**src/rtl/jk_counter_ctrl_pkg.sv**
```systemverilog
// Shared definitions for the JK-cell counter controller.
//   - State encoding constants and the FSM state type.
//   - Per-bit drive kinds and the helper that maps one to a {j,k} pair.
package jk_counter_ctrl_pkg;

    localparam logic [1:0] ST_IDLE = 2'd0;
    localparam logic [1:0] ST_RUN  = 2'd1;
    localparam logic [1:0] ST_DONE = 2'd2;

    typedef enum logic [1:0] {
        StIdle = ST_IDLE,
        StRun  = ST_RUN,
        StDone = ST_DONE
    } state_e;

    typedef enum logic [1:0] {
        DrvHold,
        DrvToggle,
        DrvSet,
        DrvClear
    } drive_e;

    // Returns {j, k} for a JK cell.
    function automatic logic [1:0] jk_drive(input drive_e op);
        logic [1:0] jk;
        jk = 2'b00;
        unique case (op)
            DrvHold:   jk = 2'b00;
            DrvToggle: jk = 2'b11;
            DrvSet:    jk = 2'b10;
            DrvClear:  jk = 2'b01;
            default:   jk = 2'b00;
        endcase
        return jk;
    endfunction

endpackage

```
**src/rtl/jk_counter_ctrl_jk_cell.sv**
```systemverilog
// One JK flip-flop storage cell.
//   clk   : rising-edge clock
//   rst_n : asynchronous active-low clear
//   j, k  : JK inputs (00 hold, 01 clear, 10 set, 11 toggle)
//   q     : cell output
module jk_cell (
    input  logic clk,
    input  logic rst_n,
    input  logic j,
    input  logic k,
    output logic q
);

    always_ff @(posedge clk or negedge rst_n) begin
        if (!rst_n) begin
            q <= 1'b0;
        end else begin
            q <= (j & ~q) | (~k & q);
        end
    end

endmodule

```
**src/rtl/jk_counter_ctrl.sv**
```systemverilog
// Sequences a bank of WIDTH JK cells as a modulo-MODULO up/down counter.
//   clk   : rising-edge clock
//   rst_n : asynchronous active-low reset (clears cells and FSM)
//   en    : count enable
//   up    : direction, 1 = up, 0 = down
//   load  : synchronous parallel load (wins over counting)
//   d     : load value, clamped to MODULO-1
//   q     : counter value from the JK cell bank
//   tc    : terminal count, combinational, high in the cycle before a wrap
//   done  : high while stopped at terminal count (ONESHOT only)
module jk_counter_ctrl
    import jk_counter_ctrl_pkg::*;
#(
    parameter int unsigned WIDTH   = 4,
    parameter int unsigned MODULO  = 10,
    parameter bit          ONESHOT = 1'b0
) (
    input  logic             clk,
    input  logic             rst_n,
    input  logic             en,
    input  logic             up,
    input  logic             load,
    input  logic [WIDTH-1:0] d,
    output logic [WIDTH-1:0] q,
    output logic             tc,
    output logic             done
);

    // MODULO may equal 2**WIDTH, so compare in WIDTH+1 bits.
    localparam logic [WIDTH:0]   MOD_EXT = (WIDTH + 1)'(MODULO);
    localparam logic [WIDTH-1:0] MAX_Q   = WIDTH'(MODULO - 1);

    state_e           state;
    logic             done_r;
    logic             count_en;
    logic             at_max;
    logic             at_zero;
    logic             out_of_range;
    logic [WIDTH-1:0] dl;
    logic [WIDTH-1:0] j;
    logic [WIDTH-1:0] k;

    assign count_en     = (state == StRun) && en;
    assign at_max       = (q == MAX_Q);
    assign at_zero      = (q == '0);
    assign out_of_range = ({1'b0, q} >= MOD_EXT);
    assign dl           = ({1'b0, d} < MOD_EXT) ? d : MAX_Q;

    assign tc   = count_en & ((up & at_max) | (~up & at_zero));
    assign done = done_r;

    always_ff @(posedge clk or negedge rst_n) begin
        if (!rst_n) begin
            state  <= StIdle;
            done_r <= 1'b0;
        end else if (load) begin
            state  <= StIdle;
            done_r <= 1'b0;
        end else begin
            unique case (state)
                StIdle: begin
                    if (en) state <= StRun;
                end
                StRun: begin
                    if (!en) begin
                        state <= StIdle;
                    end else if (ONESHOT && tc) begin
                        state  <= StDone;
                        done_r <= 1'b1;
                    end
                end
                StDone: begin
                    state <= StDone;
                end
                default: begin
                    state  <= StIdle;
                    done_r <= 1'b0;
                end
            endcase
        end
    end

    for (genvar g = 0; g < int'(WIDTH); g++) begin : g_bit
        // Mask of the bits below this one; empty for bit 0, so bit 0 always toggles.
        localparam logic [WIDTH-1:0] LOW = WIDTH'((32'd1 << g) - 32'd1);

        drive_e op;

        always_comb begin
            op = DrvHold;
            if (load) begin
                op = dl[g] ? DrvSet : DrvClear;
            end else if (count_en) begin
                if (up) begin
                    // Wrap and out-of-range recovery both clear to zero.
                    if (at_max || out_of_range) begin
                        op = q[g] ? DrvClear : DrvHold;
                    end else if ((q & LOW) == LOW) begin
                        op = DrvToggle;
                    end
                end else begin
                    if (at_zero) begin
                        op = MAX_Q[g] ? DrvSet : DrvClear;
                    end else if ((q & LOW) == '0) begin
                        op = DrvToggle;
                    end
                end
            end
        end

        assign {j[g], k[g]} = jk_drive(op);

        jk_cell u_cell (
            .clk   (clk),
            .rst_n (rst_n),
            .j     (j[g]),
            .k     (k[g]),
            .q     (q[g])
        );
    end

endmodule

```
**config.mk**
```make
export PLATFORM = sky130hd
export DESIGN_NAME = jk_counter_ctrl
export DESIGN_NICKNAME = d
export VERILOG_FILES = /design/src/rtl/jk_counter_ctrl_pkg.sv /design/src/rtl/jk_counter_ctrl_jk_cell.sv /design/src/rtl/jk_counter_ctrl.sv
export SDC_FILE = /design/constraint.sdc
export NUM_CORES = 1
export LEC_CHECK = 0
export CORE_AREA = 2 2 39 41
export CTS_CLUSTER_SIZE = 40
export DETAILED_ROUTE_END_ITERATION = 8
export DIE_AREA = 0 0 41 43
export PLACE_DENSITY_LB_ADDON = 0.15
export SLEW_MARGIN = 15
export SYNTH_ARGS = -nofsm -noshare
export SYNTH_HDL_FRONTEND = slang
export SYNTH_HIERARCHICAL = 1
export SYNTH_SLANG_ARGS = --single-unit
```
**constraint.sdc**
```tcl
create_clock -name clk -period 4 [get_ports clk]
set_input_delay 1 -clock clk [delete_from_list [all_inputs] [get_ports clk]]
set_output_delay 1 -clock clk [all_outputs]
set_load 0.02 [all_outputs]
```
# == Word level (Yosys, flattened, before mapping) ==
# Cells that the tools add are included.
# word_totals
wordCells,111
regBits,7
out_inout_bits,6
inputBits,9
# classes
bitwise,25
n_mux,45
n_lt_le_gt_ge,2
eq_ne,20
reduce_logical,13
# op_table
cell,count
two-way mux 2 bit,27
one-hot mux 2 bit (4 select lines),4
equality test 2 bit (second input constant),10
zero test 4 bit,4
two-way mux 1 bit,12
bitwise AND 1 bit,11
equality test 2 x 1 -> 1 bit (second input constant),5
zero test 2 bit,5
inverter 1 bit,9
inequality test 3 bit (second input constant),2
one-hot mux 2 bit (3 select lines),1
bitwise OR 1 bit,5
equality test 4 bit (second input constant),1
greater-or-equal comparator 4 bit (second input constant),1
< comparator 4 bit (second input constant),1
two-way mux 4 bit,1
equality test 3 bit (second input constant),1
OR reduction 3 bit,1
inequality test 2 x 1 -> 1 bit (second input constant),1
AND reduction 2 bit,1
logical AND 1 bit,1
logical OR 1 bit,1

# == Logic depth before layout (Yosys ltp) ==
# Gate-level depths: netlist of run 1.
# depth
word_depth,11
ltp_mapped,7
depth_no_buf,6

# == Modules after synthesis ==
# Netlist of run 1, hierarchy kept.
# modules_own_cells
module,area_per_inst_um2,cells_per_inst,n_inst
jk_counter_ctrl,445.4,63,1
jk_cell,38.8,3,4

# == Worst setup path after synthesis of run 1 ==
# OpenSTA, ideal clock, no wires.
# synth_timing
kind,input-to-output
start,input port up
end,output port tc
setup_slack_ns,1.050
required_ns,3.000
arrival_time_ns,1.950
stages,4
cell_sequence,buf_6 -> and2_1 -> a21oi_1 -> nor4_1
# synth_between
elab_chain_len,4
elab_cells_between_ends,5
classes_between,bitwise: 5
# synth_lines
element,line_no,rtl
from (decl),jk_counter_ctrl.sv:21,"input logic up,"
inverter 1 bit,jk_counter_ctrl.sv:49,assign tc = count_en & ((up & at_max) | (~up & at_zero));
bitwise AND 1 bit,jk_counter_ctrl.sv:49,
bitwise OR 1 bit (*),jk_counter_ctrl.sv:49,
bitwise AND 1 bit (*),jk_counter_ctrl.sv:49,
to (decl),jk_counter_ctrl.sv:25,"output logic tc,"
# Mark *: on every way between the ends. The rest lies on a longest branch, timed or not.

# == Worst setup path after layout of run 1 ==
# Ends and elaborated chain as after synthesis.

==> metrics.md, run 1 <==
| Metric | Value |
|---|---|
| IO Count | `15` |
| Ant. Diodes | `0` |
| Total GRT Usage | `between 10% and 20%` |
| Placed Area | `691 um^2` |
| TritonCTS buffer count | `3` |
| Vias in the first global route | `between 400 and 500` |
| Initial antenna violation count | `0` |
| Clock Tree Root | `clkbuf_4` |
| DRT Wirelength | `1290 um` |
| # DRC | `0` |
| Crit Path Category | `input port to primary output` |
| Crit path DAT | `about 2.6 ns` |
| Minimum clock period | `roughly 3.6 ns` |
| Chip width | `~40 um` |
| Final setup fails | `0` |
| GRT Residual Overflow | `0` |
| Sequential fraction of the synthesis area | `around 25%` |
| Period Utilization, post-route | `between 80 and 90%` |
| Hold Fails Final Rpt | `0` |
| Net count after synthesis | `84` |
| Yosys reg bits | `6` |
| Pwr dens | `roughly 330 mW/mm^2` |
| Setup TNS | `0 ns` |
| Worst vdd ir | `between 0.2 and 0.25 mV` |
| Hold slack | `0.453 ns` |
| Initial core utilization | `43.4%` |
| DR iter-0 viols | `11` |
| CTS H-tree depth | `1` |
| CP required | `3.00 ns` |
| Synthesized netlist cell count | `75` |
| Static Leak | `between 0.2 and 0.3 nW` |
| Area leader, netlist | `dfrtp_1` |
| Syn. warnings | `6` |
| CTS resizes | `0` |
| Clk slew on worst S/H paths | `around 0.04 ns` |
| Worst Hold Class | `flip-flop to flip-flop` |
| Global-route wire length before repair | `2160 um` |
| Post-Place Setup Slack | `around 0.44 ns` |
| CTS tree | `built` |
| Clock skew | `about 0.0016 ns` |
| Crit end category | `primary output` |
| DIE AREA | `0.00176 mm^2` |
| Max_cap viols | `0` |
| Nets | `96` |
| Post-CTS Setup Inserts | `0` |
| Via count | `about 570` |
| Worst skew pair latency | `between 0.2 and 0.25 ns` |
| Top cells by area, synth | `dfrtp_1 (25%), buf_6 (7.5%), mux2i_1 (6.7%), a21oi_1 (5.0%), inv_1 (4.4%)` |
| Clk sinks | `6` |
| DRT Pass-1 Iters | `3` |
| Total Power | `between 200 and 250 uW` |
| Max Fclk | `around 280 MHz` |
| Area share of the largest cell type after synthesis | `25.0%` |
| Status | `finished clean` |
| Area grow syn2layout | `18.8%` |
| Avg Cell Area, Syn | `roughly 8 um^2` |
| Routed len/inst | `~13 um` |
| Die Ht | `roughly 43 um` |
| Synth Cell Area | `~600 um^2` |
| Yosys cell types | `28` |
| HPWL after DPL | `951 um` |
| Critical path peak fanout | `3` |
| Fin. max-slew vios | `0` |
| RSZ-0062 raised after global routing | `false` |
| Final worst slack | `~0.42 ns` |
| Rows | `14` |
| Final Cell Area | `a little over 700 um^2` |
| Hold_buf cts | `0` |
| Crit path launch type | `input port` |
| Largest net degree at the start of global routing | `16` |
| Vias/cell | `5.60` |
| Clock Path Buffers | `2` |
| Layout cells sized above 1 | `under 10%` |
| IO Port Bufs | `13` |
| Post-DRT Antenna Nets | `0` |
| Gpl congestion | `~0.84` |
| Core area | `~0.0014 mm^2` |
==> metal layers <==
metal  GRT usage [%]  wire (um)
met1            26.4        655
met2            25.0        578
met3            1.57         37
met4            12.0         17
met5               0          0
==> stage by stage <==
step	instances	utilization (%)
after detailed placement	98	49.9
after CTS	101	51.5
after global placement	98	49.9
after floorplan	75	-
after global routing	101	51.5
final	101	51.5
==> synthesized netlist by cell type <==
cell type,number
a221oi_1,3
nor3b_1,2
buf_6,4
and2_1,1
a32o_1,1
o2bb2ai_1,2
nor4_1,1
a22o_1,1
or2_2,1
a31oi_1,1
o21bai_1,1
dfrtp_1,6
nand2_1,6
o22ai_1,3
nor2b_1,3
o211ai_1,1
nor3_1,4
o21ai_0,5
or4_4,1
inv_1,7
a221oi_2,1
nor2_1,4
a21oi_1,6
nand3b_1,1
mux2i_1,4
conb_1,1
mux2_2,1
buf_4,3
==> path summary, 6_finish.rpt <==
check | slack (ns) | from | endpoint | cells after the start
max | 0.42 | up | tc | 5
min | 0.45 | state[0] | state[1] | 1
max reg2reg | 2.18 | g_bit[3].u_cell/q | g_bit[0].u_cell/q | 6
min reg2reg | 0.45 | state[0] | state[1] | 1
max in group asynchronous | 2.77 | rst_n | state[0] | 1
min in group asynchronous | 1.01 | rst_n | g_bit[1].u_cell/q | 1
==> flip-flops by register name, indices dropped and copies added (netlist names) <==
register,flops
g_bit.u_cell/q,4
state,2
==> where the power goes <==
group          switching [mW]  internal, mW
Combinational          0.0414        0.0450
Clock                  0.0210        0.0339
Sequential             0.0246        0.0675
Total                  0.0870         0.146
==> placed cells by master (no fill, tap or decap), types with 2 or more instances in the layout <==
cell              n
nor3b_1           2
a21oi_1           6
nor3_1            4
o2bb2ai_1         2
clkbuf_4          3
mux2i_1           4
a221oi_1          3
o22ai_1           3
nor2_1            4
nand2_1           6
clkdlybuf4s50_1  13
nor2b_1           3
dfrtp_1           6
o21ai_0           5
inv_1             7
==> worst max-delay path, cell delays in order <==
cell,delay [ns]
clkdlybuf4s50_1,0.49
and2_1,0.18
a21oi_1,0.08
nor4_1,0.19
clkdlybuf4s50_1,0.65
==> area by class of cell <==
cell class                      instances  area (um^2)
Inverter                                7         26.3
Clock buffer                            3         22.5
Multi-Input combinational cell         55          357
Tap cell                               16         20.0
Fill cell                             136          671
Sequential cell                         6          150
Timing Repair Buffer                   14          138
==> cell families after synthesis <==
kind of cell    after synthesis  synth area share, %
compound gates               25                 28.8
simple gates                 24                 21.5
buf+inv                      14                 15.6
flops                         6                 25.0
mux                           5                 8.54
other cells                   1                0.624
(Power assumes the default switching activity.)
==> inputs of run 2 (changes only) <==
- RECOVER_POWER: default -> 50
==> metrics.md, run 2 (synthesis gave the netlist of run 1 again) <==
| Metric | Value |
|---|---|
| Status | `finished clean` |
| Clock Tree Root | `clkbuf_4` |
| Max_cap viols | `0 (unchanged)` |
| Static Leak | `0.283 nW (+0.19%)` |
| TritonCTS buffer count | `3 (unchanged)` |
| Via count | `565 (-0.18%)` |
| Worst vdd ir | `0.213 mV (about the same)` |
| Total GRT Usage | `18.3% (unchanged)` |
| GRT Residual Overflow | `0 (unchanged)` |
| Max stage delay on crit path | `0.65 ns (about the same)` |
| IO Count | `15 (unchanged)` |
| Clock power frac | `23.5% (about the same)` |
| Biggest register | `g_bit.u_cell/q` |
| IO Port Bufs | `13 (unchanged)` |
| CP Cell Sequence | `clkdlybuf4s50_1 > and2_1 > a21oi_1 > nor4_1 > clkdlybuf4s50_1` |
| Vias in the first global route | `485 (unchanged)` |
| Critical path peak fanout | `3 (unchanged)` |
| Routed len/inst | `12.8 um (about the same)` |
| Clock skew | `0.00165 ns (unchanged)` |
| Post-CTS Setup Inserts | `0 (unchanged)` |
| Period Utilization, post-route | `89.5% (about the same)` |
| Worst Hold Class | `flip-flop to flip-flop` |
| Max reg flops | `4 (unchanged)` |
| Initial antenna violation count | `0 (unchanged)` |
| # DRC | `0 (unchanged)` |
| Rows | `14 (unchanged)` |
| CP max-delay cell | `clkdlybuf4s50_1` |
| R2R depth | `6 (unchanged)` |
| Worst R2R Setup Slack | `2.18 ns (about the same)` |
| Clock Path Buffers | `2 (unchanged)` |
| Biggest regs | `g_bit.u_cell/q x4, state x2` |
| DRT Pass-1 Iters | `3 (unchanged)` |
| Crit-path most repeated cell | `clkdlybuf4s50_1` |
| Clk slew on worst S/H paths | `0.04 ns (about the same)` |
| Placed Area | `691 um^2 (unchanged)` |
| CTS resizes | `0 (unchanged)` |
| Max Fclk | `279 MHz (about the same)` |
| Ant. Diodes | `0 (unchanged)` |
| Critical hold path startpoint | `state[0]` |
| DR iter-0 viols | `11 (unchanged)` |
| CTS H-tree depth | `1 (unchanged)` |
| Setup TNS | `0 ns (unchanged)` |
| DIE AREA | `0.00176 mm^2 (unchanged)` |
| Commonest non-fill, non-tap cells in the layout | `clkdlybuf4s50_1 (11), inv_1 (7), nand2_1 (6), a21oi_1 (6), dfrtp_1 (6)` |
| Final Cell Area | `713 um^2 (unchanged)` |
| CP required | `3.00 ns (about the same)` |
| Worst R2R End | `g_bit[0].u_cell/q` |
| Pwr dens | `327 mW/mm^2 (-0.16%)` |
| Core area | `0.00138 mm^2 (unchanged)` |
| Fin. max-slew vios | `0 (unchanged)` |
| Hold-critical path depth | `1 (unchanged)` |
| Gpl congestion | `0.842 (unchanged)` |
| CTS tree | `built` |
| Global-route wire length before repair | `2160 um (unchanged)` |
| Clk sinks | `6 (unchanged)` |
| Final worst slack | `0.418 ns (-0.0000160 ns)` |
| Fill count | `136 (unchanged)` |
| Most common cell after layout, fill and taps aside | `clkdlybuf4s50_1` |
| Worst skew pair latency | `0.24 ns (about the same)` |
| Largest net degree at the start of global routing | `16 (unchanged)` |
| Post-DRT Antenna Nets | `0 (unchanged)` |
| Final setup fails | `0 (unchanged)` |
| Crit path DAT | `2.58 ns (about the same)` |
| NetSw | `87.0 uW (about the same)` |
| Hold-critical path endpoint | `state[1]` |
| Chip width | `41 um (unchanged)` |
| Area grow syn2layout | `18.8% (unchanged)` |
| Minimum clock period | `3.58 ns (+0.0000160 ns)` |
| Sequential share of power | `39.5% (about the same)` |
| HPWL after DPL | `951 um (unchanged)` |
| Crit path launch type | `input port` |
| Crit end category | `primary output` |
| Hold Fails Final Rpt | `0 (unchanged)` |
| FF-to-FF Start | `g_bit[3].u_cell/q` |
| Vias/cell | `5.59 (-0.18%)` |
| Post-Place Setup Slack | `0.438 ns (unchanged)` |
| Nets | `96 (unchanged)` |
| Switching share of power | `37.3% (+0.066 points)` |
| Die Ht | `43 um (unchanged)` |
| Hold_buf cts | `0 (unchanged)` |
| Initial core utilization | `43.4% (unchanged)` |
| Combinational Power Share | `36.9% (about the same)` |
| DRT Wirelength | `1290 um (about the same)` |
| Layout cells sized above 1 | `9.41% (unchanged)` |
| Int Power | `146 uW (-0.26%)` |
| Crit Path Category | `input port to primary output` |
| RSZ-0062 raised after global routing | `false` |
[run 2: cell count changes in the layout (fill, tap and decap cells not counted)]
cell | previous run | this run
clkdlybuf4s50_1 | 13 | 11
dlygate4sd3_1 | 0 | 2
[run 2: worst max-delay path by stage]
stage,startpoint,endpoint,slack [ns],cells after the start
after floorplan,up,tc,1.05,4
after global placement,up,tc,0.46,5
after detailed placement,up,tc,0.44,5
after CTS,up,tc,0.42,5
after global routing,up,tc,0.31,5
final,up,tc,0.42,5
[run 2: per-layer routing]
| layer | track usage (%) | wire length (um) |
|---|---|---|
| met5 | 0 | 0 |
| met4 | 12.0 | 17 |
| met3 | 1.57 | 37 |
| met2 | 25.0 | 577 |
| met1 | 26.4 | 656 |
[run 2: critical path: cells and delay by family]
family,cells,cell delay [ns]
AOI/OAI and AO/OA,1,0.08
buffers and inverters,2,1.14
and+or+nand+nor,2,0.37
[run 2: layout make-up]
class	count	area, um^2	share of cell area (%)
multi-input combinational	55	357	50.0
sequential	6	150	21.1
timing repair buffer	14	138	19.3
inverter	7	26.3	3.68
clock buffer	3	22.5	3.16
tap	16	20.0	2.81
[run 2: per-stage QoR]
stage                     hold slack [ns]  util, %  cells  power [mW]
after floorplan                     0.423        -     75       0.157
after global placement              0.440     49.9     98       0.178
after detailed placement            0.448     49.9     98       0.179
after CTS                           0.454     51.5    101       0.237
after global routing                0.500     51.5    101       0.248
final                               0.453     51.5    101       0.233
[run 2: power groups by stage]
| stage | logic, mW | clock network (mW) | registers [mW] |
|---|---|---|---|
| after floorplan | 0.0715 | 0 | 0.0857 |
| after global placement | 0.0855 | 0 | 0.0927 |
| after detailed placement | 0.0859 | 0 | 0.0927 |
| after CTS | 0.0863 | 0.0586 | 0.0918 |
| after global routing | 0.0938 | 0.0597 | 0.0940 |
| final | 0.0860 | 0.0548 | 0.0921 |
